===== src/rtl/clk_div_prog.sv =====
// Runtime-programmable integer clock divider.
// Ratio updates land only on period boundaries so o_clk never glitches.
module clk_div_prog #(
    parameter int WIDTH         = 8,
    parameter int DEFAULT_RATIO = 8
) (
    input  logic             i_clk,
    input  logic             i_rst_n,
    input  logic             i_en,
    input  logic [WIDTH-1:0] i_ratio,
    input  logic             i_ratio_vld,
    output logic             o_ratio_rdy,
    output logic [WIDTH-1:0] o_ratio_cur,
    output logic             o_cfg_err,
    output logic             o_clk,
    output logic             o_tick
);

    localparam logic [WIDTH-1:0] DEF_N = WIDTH'(DEFAULT_RATIO);
    localparam logic [WIDTH-1:0] MIN_N = WIDTH'(2);

    logic [WIDTH-1:0] cnt;
    logic [WIDTH-1:0] pend;
    logic             pend_vld;
    logic             stopped;

    logic             accept;
    logic [WIDTH-1:0] clamp;
    logic             wrap;
    logic             bnd;
    logic [WIDTH-1:0] ratio_nxt;
    logic [WIDTH-1:0] cnt_nxt;
    logic [WIDTH:0]   high_nxt;
    logic             run_nxt;
    logic             clk_nxt;
    logic             tick_nxt;

    assign o_ratio_rdy = ~pend_vld;

    // Next-state: boundary detection, ratio swap and phase of the next cycle
    always_comb begin
        accept    = i_ratio_vld && !pend_vld;
        clamp     = (i_ratio < MIN_N) ? MIN_N : i_ratio;
        wrap      = !stopped && (cnt == o_ratio_cur - WIDTH'(1));
        bnd       = wrap || (stopped && (i_en || pend_vld));
        ratio_nxt = (bnd && pend_vld) ? pend : o_ratio_cur;
        high_nxt  = ({1'b0, ratio_nxt} + (WIDTH+1)'(1)) >> 1;
        run_nxt   = !stopped;
        cnt_nxt   = stopped ? cnt : cnt + WIDTH'(1);
        if (bnd) begin
            run_nxt = i_en;
            cnt_nxt = i_en ? '0 : ratio_nxt - WIDTH'(1);
        end
        clk_nxt  = run_nxt && ({1'b0, cnt_nxt} < high_nxt);
        tick_nxt = bnd && i_en;
    end

    // Counter, run state and registered clock/tick outputs
    always_ff @(posedge i_clk or negedge i_rst_n) begin
        if (!i_rst_n) begin
            cnt         <= DEF_N - WIDTH'(1);
            o_ratio_cur <= DEF_N;
            stopped     <= 1'b1;
            o_clk       <= 1'b0;
            o_tick      <= 1'b0;
        end else begin
            cnt         <= cnt_nxt;
            o_ratio_cur <= ratio_nxt;
            stopped     <= !run_nxt;
            o_clk       <= clk_nxt;
            o_tick      <= tick_nxt;
        end
    end

    // Single-entry pending slot for ratio requests, with clamp error pulse
    always_ff @(posedge i_clk or negedge i_rst_n) begin
        if (!i_rst_n) begin
            pend      <= DEF_N;
            pend_vld  <= 1'b0;
            o_cfg_err <= 1'b0;
        end else begin
            o_cfg_err <= accept && (i_ratio < MIN_N);
            if (accept) begin
                pend     <= clamp;
                pend_vld <= 1'b1;
            end else if (bnd) begin
                pend_vld <= 1'b0;
            end
        end
    end

endmodule

===== config.mk =====
export PLATFORM = sky130hd
export DESIGN_NAME = clk_div_prog
export DESIGN_NICKNAME = d
export VERILOG_FILES = /design/src/rtl/clk_div_prog.sv
export SDC_FILE = /design/constraint.sdc
export NUM_CORES = 1
export LEC_CHECK = 0
export CAP_MARGIN = 25
export CORE_ASPECT_RATIO = 0.9
export CORE_MARGIN = 4
export CORE_UTILIZATION = 40
export DETAILED_ROUTE_END_ITERATION = 8
export GPL_TIMING_DRIVEN = 0
export PLACE_DENSITY = 0.6
export SETUP_SLACK_MARGIN = 0.3
export SKIP_CTS_REPAIR_TIMING = 1
export SLEW_MARGIN = 20
export SYNTH_ARGS = -nofsm -noshare
export SYNTH_HDL_FRONTEND = slang
export SYNTH_SLANG_ARGS = --single-unit

===== constraint.sdc =====
create_clock -name i_clk -period 6.55 [get_ports i_clk]
set_input_delay 1.31 -clock i_clk [delete_from_list [all_inputs] [get_ports i_clk]]
set_output_delay 1.31 -clock i_clk [all_outputs]
set_load 0.1 [all_outputs]

=== After elaboration in Yosys (flattened, before gate mapping) ===
Index checks and enable logic that the tools add are counted.

* Register bits after elaboration: 29
* Bits in latches: 0
* RAM bits: 0
* Bits in read-only memories: 0
* Output and inout bits: 12
* Logic and storage cells: 37
* Memories: 0

* Add/subtract/negate cells: 4
* Multiply operators: 0
* Div/mod/pow operators: 0
* $lt $le $gt $ge: 2
* Equality and inequality tests: 1
* Shifts and indexed selects: 0
* Multiplexer cells: 8
* Bitwise logic cells: 1
* Reductions and logical operators: 13

{| class="wikitable"
|+ Operator list
! cell !! number
|-
| 8-bit 2-to-1 mux || 5
|-
| 8-bit by 1-bit subtractor with 8-bit output, second input constant || 2
|-
| 8-bit by 1-bit adder with 9-bit output, second input constant || 1
|-
| 8-bit by 1-bit adder with 8-bit output, second input constant || 1
|-
| 8-bit == test || 1
|-
| 8-bit by 2-bit < comparator with 1-bit output, second input constant || 1
|-
| 8-bit < comparator || 1
|-
| 1-bit logical AND || 7
|-
| 1-bit zero test || 3
|-
| 1-bit 2-to-1 mux || 3
|-
| 1-bit logical OR || 2
|-
| 2-bit nonzero test || 1
|-
| 1-bit inverter || 1
|}

=== Logic depth before layout (Yosys ltp) ===
* Depth in word-level cells: 11
* Depth in mapped cells: 22
* Depth with buffers taken out: 20

=== Worst setup path before layout ===
Ideal clock, no wire load.

* Kind: register to register
* Start: register o_ratio_cur[0]
* End: register o_clk
* Library setup time: 0.095 ns
* Arrival time: 5.213 ns
* Required time: 6.455 ns
* Path slack: 1.242 ns
* Cell stages (with the launch flop): 22
* Path buffers: 2
* Period minus slack after synthesis: 5.308 ns
* Cells stage by stage: dfrtp_1 -> inv_1 -> ha_1 -> clkbuf_1 -> a211o_1 -> o221ai_1 -> a41oi_4 -> nor3_4 -> buf_6 -> mux2i_1 -> ha_1 -> nand2_1 -> nor3_1 -> xor2_1 -> nor2_1 -> o32ai_1 -> ha_1 -> and4_1 -> a21oi_1 -> o311ai_0 -> or3_1 -> o31ai_1

* Word-level cells in the longest chain between the ends: 11
* Elaborated cells between the ends (all ways): 13
* Classes of those cells: add/sub: 3; order compare: 1; eq/ne: 1; mux: 4; reduce/logical: 4

{| class="wikitable"
|+ Ends and longest elaborated chain
! element !! line !! RTL
|-
| from (decl) || 13 || <nowiki>output logic [WIDTH-1:0] o_ratio_cur,</nowiki>
|-
| from (signal assigned) || 68 || <nowiki>o_ratio_cur <= ratio_nxt;</nowiki>
|-
| 8-bit by 1-bit subtractor with 8-bit output || 44 || <nowiki>wrap = !stopped && (cnt == o_ratio_cur - WIDTH'(1));</nowiki>
|-
| 8-bit == test || 44 ||
|-
| 1-bit logical AND || 44 ||
|-
| 1-bit logical OR || 45 || <nowiki>bnd = wrap || (stopped && (i_en || pend_vld));</nowiki>
|-
| 1-bit logical AND || 46 || <nowiki>ratio_nxt = (bnd && pend_vld) ? pend : o_ratio_cur;</nowiki>
|-
| 8-bit 2-to-1 mux || 46 ||
|-
| 8-bit by 1-bit subtractor with 8-bit output || 52 || <nowiki>cnt_nxt = i_en ? '0 : ratio_nxt - WIDTH'(1);</nowiki>
|-
| 8-bit 2-to-1 mux || 52 ||
|-
| 8-bit 2-to-1 mux * || 50 || <nowiki>if (bnd) begin</nowiki>
|-
| via cnt_nxt[6] || 32 || <nowiki>logic [WIDTH-1:0] cnt_nxt;</nowiki>
|-
| 8-bit < comparator * || 54 || <nowiki>clk_nxt = run_nxt && ({1'b0, cnt_nxt} < high_nxt);</nowiki>
|-
| 1-bit logical AND * || 54 ||
|-
| via clk_nxt || 35 || <nowiki>logic clk_nxt;</nowiki>
|-
| to (signal assigned) || 70 || <nowiki>o_clk <= clk_nxt;</nowiki>
|-
| to (decl) || 15 || <nowiki>output logic o_clk,</nowiki>
|}

The timed path passes the listed nets; every way through them passes the cells marked *.
A chain may end at the register's enable or synchronous reset.

=== Worst setup path in the final report ===
* Start: register o_ratio_cur[3]
* End: register o_clk

The elaborated chain is that of the path after synthesis.

==> metrics.cfg <==
[layout]
layout_cell_share_with_drive_strength_beyond_1_pct=15.6
antenna-diode-count=0
finish.net_count=298
layout-area-overhead-vs-synth_pct=16.5
layout.area.seq_sq_um=733
final_core_util_pct=47.9
fillerInstances=577
finish.cell_count_without_fillers=346
multiInputGateArea_sq_um=1480

[clocking]
clk_latency_ns=0.28
clock_tree.htree_level_count=2
clock_path_buffers=2
cts_bufs_inserted=5
cts.clk_slew.worst_paths_ns=0.07
clock-root-buffer=clkbuf_8
clock_sink_count=29
cts_tree=done

[worst_setup_path]
crit_path_largest_cell_delay_ns=0.58
worst-setup-path-type=flop to flop
critical_path_peak_fanout=10
slowest_stage=nor4_1
crit_path_end_kind=flop
worstPathCellList=buf_6 -> nor4_1 -> nor4b_1 -> a311oi_4 -> nand3_4 -> nor3_4 -> buf_6 -> mux2i_1 -> ha_1 -> nand2_1 -> nor3_1 -> xor2_1 -> nor2_1 -> o32ai_1 -> ha_1 -> and4_1 -> a21oi_1 -> o311ai_0 -> or3_1 -> o31ai_1
timing.critical_path.from_type=flop
worstRegToRegCells=20
worst-endpoint-required_ns=6.74
worst_ep_arrival_time_ns=5.74

[placement]
place.port_buffers=22
gp_congestion=0.820
dp_cells=338
pre_cts_slack_ns=1.01
place_hpwl_um=4310

[sta]
fin_worst_skew_ns=0.00973
final_slew_violations=0
max_freq_mhz=180
final_critical_path_setup_slack_ns=1.00
setup_viol=0
finalCriticalPeriod_ns=5.55
timing.setup.tns_ns=0
maxSlewHeadroom_pct=34.5
tightest_slew_ns=0.980
final_min_period_over_clock_period_pct=84.7
finalHoldViolCount=0
rsz0062_at_grt=no

[synth]
post_synthesis_share_of_cell_area_spent_on_and_or_nand_and_nor_gates_pct=21.7
synth_xor_area_share_pct=12.0
yosysSeqAreaShare_pct=31.5
syn-mean-instance-area_sq_um=9.47
muxShareOfSynthArea_pct=11.3
yosys.area.top_type_share_pct=24.7
synth.area.top_cells=dfrtp_1 25%, dfstp_2 6.8%, xnor2_1 6.8%
synth.largest_area_cell=dfrtp_1
post_synth_fa_ha_maj_area_fraction_pct=5.91
synth-edff-count=0
synth-async-reset-ratio_pct=100
synth.ff_latch_count=29
synthTopCellsByCount=23 x dfrtp_1, 23 x nor2_1, 18 x nand2_1, 18 x xnor2_1
dominantRegCellSynth=dfrtp_1
synth_cells=246
synthesis.yosys.warnings=0
post_synth_num_cell_types=51
syn-num-nets=269
synthesis.area_sq_um=2330
synth-compound-area-share_pct=12.4
synth_top_family_by_area=simple AND/OR/NAND/NOR gates

[route]
wl_per_cell_um=15.9
drtPass1Iterations=4
avgViaCountPerCell=5.44
route.final.wire_length_um=5510
detailroute.via_count=1881
drc=0
drt_first_iter_violations=77
drtAntennaViolNets=0

[die]
die_height_um=80.4
die-width_um=88.4
io_pins=24
core_sq_um=5660
die-area_sq_um=7110
std_cell_rows=26
start_util_pct=41.1

[power]
leakage_nw=1.13
cell_internal_pwr_w=0.000724
pwr-share-comb_pct=67.5
power.net_switching_w=0.000771
proportion_of_total_power_due_to_net_switching_pct=51.6
power-per-cell-area_nw_per_um2=551
sequentialPowerShare_pct=23.0
share_clk_of_total_power_pct=9.5
peakVddDrop_v=0.000295

[flow_run]
cap_violations=0

[outcome]
run_status=finished clean

[global_route]
grt_max_degree=30
grtUsageTotal_pct=17.5
grt_antenna_before_repair=0
grt_remaining_overflow=0
grt_pass1_wl_um=9560
first_global_vias=1921

[hold_path]
min_delay_path_depth=1
class_of_the_tightest_hold_or_removal_check=flop to flop

routing by layer:
metal / wire [um] / GRT usage [%]
met1: 2610 / 23.8
met2: 2550 / 27.7
met3: 257 / 3.59
met4: 96 / 5.89
met5: 0 / 0
worst paths after layout:
kind,from,end,slack [ns]
min in group asynchronous,i_rst_n,o_tick,1.06
worst min register to register,pend[7],pend[7],0.60
max in group asynchronous,i_rst_n,o_ratio_cur[6],5.06
worst min-delay path,pend[7],pend[7],0.60
worst max-delay path,o_ratio_cur[3],o_clk,1.00
worst max register to register,o_ratio_cur[3],o_clk,1.00
registers in the layout, indices dropped and copies added, names as in the netlist:
| name | cells |
|---|---|
| pend | 8 |
| o_cfg_err | 1 |
| o_ratio_cur | 8 |
| cnt | 8 |
| pend_vld | 1 |
| o_clk | 1 |
| stopped | 1 |
| o_tick | 1 |
cell families after synthesis:
kind of cell	after synthesis
flip-flops	29
AO/OA/AOI/OAI	33
buffers and inverters	22
AND/OR/NAND/NOR	94
XOR/XNOR	32
adder cells (fa/ha/maj)	11
multiplexers	25
layout make-up:
cell class	count	area share, %
plain buffers	15	3.41
clock buffers	7	2.81
clock inverters	1	0.185
inverters	7	0.969
multi-input cells	195	54.4
flip-flops and latches	29	27.0
well taps	70	3.23
repair buffers	22	7.93
metrics by stage:
stage	power, W	hold WS (ns)	cell area, sq um
after floorplan	0.00113	0.540	2330
after global placement	0.00134	0.584	2640
after detailed placement	0.00135	0.587	2630
after CTS	0.00150	0.603	2710
after global routing	0.00162	0.660	2710
final	0.00150	0.598	2710
power by group through the flow:
stage / clock (W) / sequential, W / combinational (W)
floorplan: 0 / 0.000462 / 0.000669
global placement: 0 / 0.000345 / 0.000996
detailed placement: 0 / 0.000346 / 0.00100
CTS: 0.000147 / 0.000343 / 0.00101
global route: 0.000157 / 0.000356 / 0.00111
finish: 0.000142 / 0.000344 / 0.00101
critical path: cells and delay by family, from the launching register on:
family	cells	cell delay (ns)
flops	1	0.40
buf+inv	2	0.36
fa+ha+maj	2	0.66
simple gates	9	2.29
xor+xnor	1	0.22
compound gates	5	1.25
mux	1	0.29
cells in the final DEF (no fill, tap or decap), types with 2 or more instances in the layout:
master,n
nand2_1,18
buf_2,2
nor2_1,23
mux2i_1,14
clkdlybuf4s50_1,21
buf_6,3
xnor2_1,18
nor4b_1,2
or2_2,2
clkbuf_8,5
inv_1,7
dfstp_2,6
nand3_1,12
o221ai_1,2
o22ai_1,5
a21o_1,2
and3_2,2
o31ai_1,2
or3_1,3
ha_1,11
a211o_1,2
nor2b_1,7
nor4_1,6
o21ai_0,5
and3_1,3
nand2b_1,2
mux2_2,11
a21oi_1,4
xor2_1,14
buf_4,3
nor3_1,6
dfrtp_1,23
clkbuf_1,9
Power figures use the tool's default switching activity.
